File: src/rtl/regfile_writeback_queue.sv
// Register file write-back queue.
// Collects results from the load unit and the ALU over valid/ready handshakes.
// Results go into a small in-order queue that drives the single register file
// write port, at most one write per cycle. Two combinational forwarding ports
// expose results that are still queued or sitting in the write-port register.
//
// Ports:
//   clk, reset_n                    clock, asynchronous active-low reset
//   ld_valid/ld_ready/ld_*          load unit producer (fixed priority)
//   alu_valid/alu_ready/alu_*       ALU producer
//   reg_write_en/write_reg_addr/
//   write_data                      registered register file write port
//   fwdN_addr/fwdN_hit/fwdN_data    forwarding lookups, N = 1, 2
//   count/full/empty                queue occupancy (output register excluded)
module regfile_writeback_queue #(
  parameter int unsigned DATA_W = 32,
  parameter int unsigned ADDR_W = 4,
  parameter int unsigned DEPTH  = 4
) (
  input  logic                     clk,
  input  logic                     reset_n,
  input  logic                     ld_valid,
  output logic                     ld_ready,
  input  logic [ADDR_W-1:0]        ld_addr,
  input  logic [DATA_W-1:0]        ld_data,
  input  logic                     alu_valid,
  output logic                     alu_ready,
  input  logic [ADDR_W-1:0]        alu_addr,
  input  logic [DATA_W-1:0]        alu_data,
  output logic                     reg_write_en,
  output logic [ADDR_W-1:0]        write_reg_addr,
  output logic [DATA_W-1:0]        write_data,
  input  logic [ADDR_W-1:0]        fwd1_addr,
  output logic                     fwd1_hit,
  output logic [DATA_W-1:0]        fwd1_data,
  input  logic [ADDR_W-1:0]        fwd2_addr,
  output logic                     fwd2_hit,
  output logic [DATA_W-1:0]        fwd2_data,
  output logic [$clog2(DEPTH):0]   count,
  output logic                     full,
  output logic                     empty
);

  localparam int unsigned PTR_W = $clog2(DEPTH);
  localparam int unsigned CNT_W = PTR_W + 1;
  localparam int unsigned NPORT = 2;

  // Queue state
  logic [PTR_W-1:0]  head;
  logic [PTR_W-1:0]  tail;
  logic [CNT_W-1:0]  occ;
  logic [DEPTH-1:0]  entry_valid;
  logic [ADDR_W-1:0] entry_addr [DEPTH];
  logic [DATA_W-1:0] entry_data [DEPTH];

  // Handshake and queue control
  logic              ld_fire;
  logic              alu_fire;
  logic [ADDR_W-1:0] push_addr;
  logic [DATA_W-1:0] push_data;
  logic              store;
  logic              pop;

  // Forwarding lookup vectors, one slot per port
  logic [ADDR_W-1:0] lk_addr [NPORT];
  logic              lk_hit  [NPORT];
  logic [DATA_W-1:0] lk_data [NPORT];

  assign count = occ;
  assign full  = (occ == CNT_W'(DEPTH));
  assign empty = (occ == '0);

  // Load unit is older in program order, so it wins; ALU ready depends on ld_valid.
  assign ld_ready  = !full;
  assign alu_ready = !full && !ld_valid;
  assign ld_fire   = ld_valid && ld_ready;
  assign alu_fire  = alu_valid && alu_ready;

  assign push_addr = ld_fire ? ld_addr : alu_addr;
  assign push_data = ld_fire ? ld_data : alu_data;

  // R0 writes complete the handshake but are never stored.
  assign store = (ld_fire || alu_fire) && (push_addr != '0);

  // Head drains into the write-port register whenever anything is queued.
  assign pop = (occ != '0);

  // Pointers, occupancy and entry valid bits
  always_ff @(posedge clk or negedge reset_n) begin
    if (!reset_n) begin
      head        <= '0;
      tail        <= '0;
      occ         <= '0;
      entry_valid <= '0;
    end else begin
      if (store) begin
        tail              <= tail + PTR_W'(1);
        entry_valid[tail] <= 1'b1;
      end
      if (pop) begin
        head              <= head + PTR_W'(1);
        entry_valid[head] <= 1'b0;
      end
      occ <= occ + CNT_W'(store) - CNT_W'(pop);
    end
  end

  // Entry payload storage; contents are only meaningful under entry_valid.
  always_ff @(posedge clk) begin
    if (store) begin
      entry_addr[tail] <= push_addr;
      entry_data[tail] <= push_data;
    end
  end

  // Register file write port; address and data hold when nothing is popped.
  always_ff @(posedge clk or negedge reset_n) begin
    if (!reset_n) begin
      reg_write_en   <= 1'b0;
      write_reg_addr <= '0;
      write_data     <= '0;
    end else if (pop) begin
      reg_write_en   <= 1'b1;
      write_reg_addr <= entry_addr[head];
      write_data     <= entry_data[head];
    end else begin
      reg_write_en   <= 1'b0;
    end
  end

  assign lk_addr[0] = fwd1_addr;
  assign lk_addr[1] = fwd2_addr;

  // Forwarding: scan oldest to youngest so the youngest match overwrites.
  // The write-port register is older than anything still in the queue.
  always_comb begin
    for (int p = 0; p < int'(NPORT); p++) begin
      lk_hit[p]  = 1'b0;
      lk_data[p] = '0;
      if (lk_addr[p] != '0) begin
        if (reg_write_en && (write_reg_addr == lk_addr[p])) begin
          lk_hit[p]  = 1'b1;
          lk_data[p] = write_data;
        end
        // i = 0 is the youngest entry (tail - 1)
        for (int i = int'(DEPTH) - 1; i >= 0; i--) begin
          if (entry_valid[PTR_W'(tail - PTR_W'(i + 1))] &&
              (entry_addr[PTR_W'(tail - PTR_W'(i + 1))] == lk_addr[p])) begin
            lk_hit[p]  = 1'b1;
            lk_data[p] = entry_data[PTR_W'(tail - PTR_W'(i + 1))];
          end
        end
      end
    end
  end

  assign fwd1_hit  = lk_hit[0];
  assign fwd1_data = lk_data[0];
  assign fwd2_hit  = lk_hit[1];
  assign fwd2_data = lk_data[1];

endmodule

File: config.mk
export PLATFORM = sky130hd
export DESIGN_NAME = regfile_writeback_queue
export DESIGN_NICKNAME = d
export VERILOG_FILES = /design/src/rtl/regfile_writeback_queue.sv
export SDC_FILE = /design/constraint.sdc
export NUM_CORES = 1
export LEC_CHECK = 0
export ABC_CLOCK_PERIOD_IN_PS = 3650
export CAP_MARGIN = 20
export CORE_AREA = 2 2 190 239
export CTS_CLUSTER_DIAMETER = 80
export CTS_CLUSTER_SIZE = 40
export DETAILED_ROUTE_END_ITERATION = 7
export DIE_AREA = 0 0 192 241
export DONT_BUFFER_PORTS = 1
export HOLD_SLACK_MARGIN = 0.06
export PLACE_DENSITY = 0.5
export SLEW_MARGIN = 20
export SYNTH_ARGS = -nofsm -noshare
export SYNTH_HDL_FRONTEND = slang
export SYNTH_SLANG_ARGS = --single-unit
File: constraint.sdc
create_clock -name clk -period 3.65 [get_ports clk]
set_input_delay 0 -clock clk [delete_from_list [all_inputs] [get_ports clk]]
set_output_delay 0 -clock clk [all_outputs]
set_load 0.1 [all_outputs]
Yosys cells after proc, flatten, opt, wreduce, memory -nomap -nowiden
Memory sizes are Yosys's and may differ from the RTL's. A register that Yosys moved wholly into a read port is not among the register bits.
Index checks and enable logic that the tools add are counted.
{"block": "totals", "reg_bits": 12, "ramBits": 144, "in_bits": 84, "out_inout_bits": 110, "elab_cells": 104, "memories": 2}
{"name": "entry_data", "words": 4, "width": 32, "read_ports": 5, "rd_clocked_by_memory_dff": 1, "write_ports": 1, "line_no": "54", "text": "logic [DATA_W-1:0] entry_data [DEPTH];"}
{"name": "entry_addr", "words": 4, "width": 4, "read_ports": 5, "rd_clocked_by_memory_dff": 1, "write_ports": 1, "line_no": "53", "text": "logic [ADDR_W-1:0] entry_addr [DEPTH];"}
{"block": "classes", "addsub": 7, "n_lt_le_gt_ge": 7, "n_eq_ne": 11, "muxes": 43, "bitwise": 3, "n_reduce_logical": 26}
{"op": "$mux 32", "count": 13}
{"op": "$eq 4x4->1", "count": 10}
{"op": "$mux 1", "count": 21}
{"op": "$logic_and 1x1->1", "count": 16}
{"op": "$lt 2x3->1 const B", "count": 5}
{"op": "$mux 4", "count": 3}
{"op": "$reduce_bool 4->1", "count": 3}
{"op": "$bmux 1 s2", "count": 4}
{"op": "$add 2x1->2 const B", "count": 2}
{"op": "$and 4x4->4", "count": 1}
{"op": "$demux 1 s2", "count": 2}
{"op": "$ge 2x1->1 const B", "count": 2}
{"op": "$logic_not 1->1", "count": 4}
{"op": "$not 4->4", "count": 1}
{"op": "$or 4x4->4", "count": 1}
{"op": "$sub 2x2->2 const B", "count": 2}
{"op": "$add 3x1->3", "count": 1}
{"op": "$eq 3x3->1 const B", "count": 1}
{"op": "$logic_not 3->1", "count": 1}
{"op": "$reduce_bool 3->1", "count": 1}
{"op": "$sub 3x1->3", "count": 1}
{"op": "$sub 2x1->2 const B", "count": 1}
{"op": "$logic_or 1x1->1", "count": 1}

Longest topological paths before layout
{"block": "depth", "word_depth": 9, "ltp_mapped": 17, "mapped_depth_nobuf": 12}

Least setup slack after synthesis
No wires, ideal clock.
{"block": "synth_path", "path_type": "reg2out", "startpoint": "reg tail[1]", "endpoint": "out fwd2_data[31]", "arrival_time_ps": 5660, "required_time_ps": 3650, "path_slack_ps": -2010, "stages_incl_launch_ff": 14, "n_path_buf": 5, "path_cell_list": "dfrtp_1 -> buf_2 -> buf_2 -> buf_1 -> buf_1 -> inv_1 -> ha_1 -> buf_4 -> mux4_2 -> xnor2_1 -> nand4_1 -> o2bb2ai_1 -> a2111oi_0 -> a211oi_1"}
{"block": "synth_between", "elab_chain_len": 8, "elab_cells_between_ends": 26, "cone_classes": "3 x add/sub; 4 x eq/ne; 13 x mux; 4 x reduce/logical; 2 x memory"}
{"item": "start, declared", "line_no": "50", "text": "logic [PTR_W-1:0] tail;"}
{"item": "start signal, assigned", "line_no": "97", "text": "tail <= tail + PTR_W'(1);"}
{"item": "$sub 2x2->2, or another cell as far along", "line_no": "147, 148, 150"}
{"item": "$mem_v2 4x4, or another cell as far along"}
{"item": "$eq 4x4->1, or another cell as far along", "line_no": "148", "text": "(entry_addr[PTR_W'(tail - PTR_W'(i + 1))] == lk_addr[p])) begin"}
{"item": "$logic_and 1x1->1 / $mux 32 (equally long branches)", "line_no": "147", "text": "if (entry_valid[PTR_W'(tail - PTR_W'(i + 1))] &&"}
{"item": "$mux 32 (2 in a row)", "line_no": "147"}
{"item": "$mux 32 *", "line_no": "147"}
{"item": "$mux 32 *", "line_no": "140", "text": "if (lk_addr[p] != '0) begin"}
{"item": "end, declared", "line_no": "38", "text": "output logic [DATA_W-1:0] fwd2_data,"}
Every way passes the cells marked *; elsewhere a longest branch is shown, timed or not. The select of a mux whose other input is x is not followed.

Final worst setup path
{"block": "layout_path", "startpoint": "reg tail[1]", "endpoint": "out fwd2_data[18]"}
Same word-level chain as after synthesis.

==> flow_metrics.env <==
export IMPL_drtIter0Drc=1472
export IMPL_cts_sinks=192
export IMPL_max_stage_delay_ns=0.56
export IMPL_grt_max_degree=77
export IMPL_syn_inst=1387
export IMPL_fin_tns_setup_ns=0
export IMPL_synth_fp_nets=1482
export IMPL_seq_area_frac_synth=0.362
export IMPL_drive_gt1_frac=0.367
export IMPL_avgSynthCellArea_sq_um=11.0
export IMPL_nNetsFinal=1611
export IMPL_slowest_stage="mux4_2"
export IMPL_clkLatencyLatePin_ns=0.47
export IMPL_relSlewSlack=0.264
export IMPL_cts_tree="built"
export IMPL_setup_viol=0
export IMPL_grt_antenna_before_repair=1
export IMPL_ys_warn_count=0
export IMPL_rows=86
export IMPL_place_congestion=0.840
export IMPL_drv_slew=0
export IMPL_cp_arrival_ns=3.57
export IMPL_fin_crit_sh=0.977
export IMPL_start_util=0.348
export IMPL_drc=0
export IMPL_core_region_area_sq_um=43900
export IMPL_crit_fanout=8
export IMPL_numPortBuffers=0
export IMPL_crit_type="flop to output port"
export IMPL_required_ns=3.65
export IMPL_first_pass_iters=6
export IMPL_syn2layout_area_growth_pct=33.2
export IMPL_cp_common_cell="buf_12"
export IMPL_grt_pass1_wl_microns=84200
export IMPL_die_area_sq_um=46300
export IMPL_cp_num_buf_inv=4
export IMPL_synth_async_reset_ratio=0.250
export IMPL_synth_area_sq_um=15300
export IMPL_die_h_microns=241
export IMPL_die_x_microns=192
export IMPL_max_cap_violations=0
export IMPL_cp_top_family="buffers and inverters"
export IMPL_wire_per_inst_microns=27.4
export IMPL_path_clk_slew_ns=0.08
export IMPL_ant_nets=0
export IMPL_tightest_slew_ns=1.10
export IMPL_crit_chain="inv_1 > ha_4 > mux4_2 > xnor2_1 > nand4_1 > nor2_4 > buf_12 > clkbuf_16 > o311ai_4 > a21oi_4 > buf_12"
export IMPL_cts_root_buf="clkbuf_16"
export IMPL_yosys_top_cells_area="edfxtp_1 (28%), mux4_2 (27%), dfrtp_1 (7.9%)"
export IMPL_synth_top_area_share=0.283
export IMPL_finalHoldViolations=0
export IMPL_yosys_top_cells_count="nand2_1 (205), mux4_2 (183), a21oi_1 (173)"
export IMPL_cts_buffer_depth=2
export IMPL_place_hpwl_microns=37200
export IMPL_via_count=13200
export IMPL_wl_microns=57800
export IMPL_outcome="finished, final reports clean"
export IMPL_min_period_ns=3.57
export IMPL_synth_seq_cells=192
export IMPL_rsz0062_at_grt="yes"
export IMPL_ios=194
export IMPL_synth_edff_count=144
export IMPL_grtUsageTotal=0.251
export IMPL_via_per_inst=6.30
export IMPL_skew_ns=0.0120
export IMPL_clock_fmax_mhz=280
export IMPL_synth_most_common_cell="nand2_1"
export IMPL_gr_total_overflow=0
export IMPL_numCtsBuffers=17
export IMPL_htree_num_levels=4
export IMPL_grt_pass1_vias=13200
export IMPL_end_kind="output port"
export IMPL_ys_dominant_reg_cell="edfxtp_1"
export IMPL_synth_cell_types=54
export IMPL_start_kind="flop"
export IMPL_synth_area_leader_cell="edfxtp_1"
export IMPL_hold_class="primary input to async pin"
export IMPL_fin_worst_hold_slack_ns=0.0572
## sequential cells by signal, indices dropped and copies added, names as in the netlist
signal and count:
tail 2, write_data 32, count 3, entry_data 128
write_reg_addr 4, entry_valid 4, head 2, reg_write_en 1
entry_addr 16
## path summary, 6_finish.rpt
path	start	endpoint	slack [ns]	depth (start not counted)
setup / recovery	tail[1]$_DFFE_PN0N_	fwd2_data[18]	0.08	11
hold / removal	reset_n	write_data[4]$_DFFE_PN0N_	0.06	2
setup reg to reg	count[2]$_DFF_PN0_	count[2]$_DFF_PN0_	0.24	14
hold reg to reg	write_data[16]$_DFFE_PN0N_	write_data[16]$_DFFE_PN0N_	0.47	2
max in group asynchronous	reset_n	head[0]$_DFFE_PN0N_	3.29	2
min in group clk	alu_addr[2]	tail[0]$_DFFE_PN0N_	0.10	4
## timing repair
action	CTS	global route
resized for setup	6	12
setup buffers	4	11
gates cloned	0	2
hold endpoints to repair	194	0
pin swaps	2	4
setup endpoints to repair	61	77
hold buffers	76	0
## cell type report
cell class	count	area, sq um
Tap cell	572	716
Clock buffer	17	425
Sequential cell	192	5540
Fill cell	3919	23600
Clock inverter	15	195
Timing Repair Buffer	259	3220
Inverter	15	63.8
Antenna cell	3	7.51
Multi-Input combinational cell	1031	10200
## cell families after synthesis
kind of cell,share of synthesized area
flip-flops,0.362
AND/OR/NAND/NOR,0.129
AO/OA/AOI/OAI,0.126
multiplexers,0.299
buffers and inverters,0.0475
adder cells (fa/ha/maj),0.00950
XOR/XNOR,0.0272
## stage by stage
stage	utilization	instance area [sq um]	cells	worst slack (ns)
floorplan	-	16500	1387	-0.293
global placement	0.426	18700	1976	0.256
detailed placement	0.426	18700	1976	0.241
CTS	0.459	20200	2088	0.00158
global route	0.463	20300	2101	-0.00730
finish	0.464	20400	2104	0.0848
## cell usage in the layout (no fill, tap or decap), types with 34 or more instances in the layout
master,netlist,routed
dlygate4sd3_1,0,75
o311ai_1,57,34
buf_4,6,97
mux4_2,183,182
a21oi_1,173,116
buf_12,0,81
dfrtp_1,48,41
edfxtp_1,144,144
o21ai_0,52,52
nand2_1,205,204
a21oi_4,0,57
nor2_1,85,83
nand3_1,67,67
## routing by layer
layer / part of all wire / global-route usage
met5: 0 / 0
met4: 0.037 / 0.108
met3: 0.083 / 0.0464
met2: 0.51 / 0.434
met1: 0.37 / 0.306
Power is not shown: default switching activity piles up to over one toggle a cycle in this logic, so the estimate is an artifact.
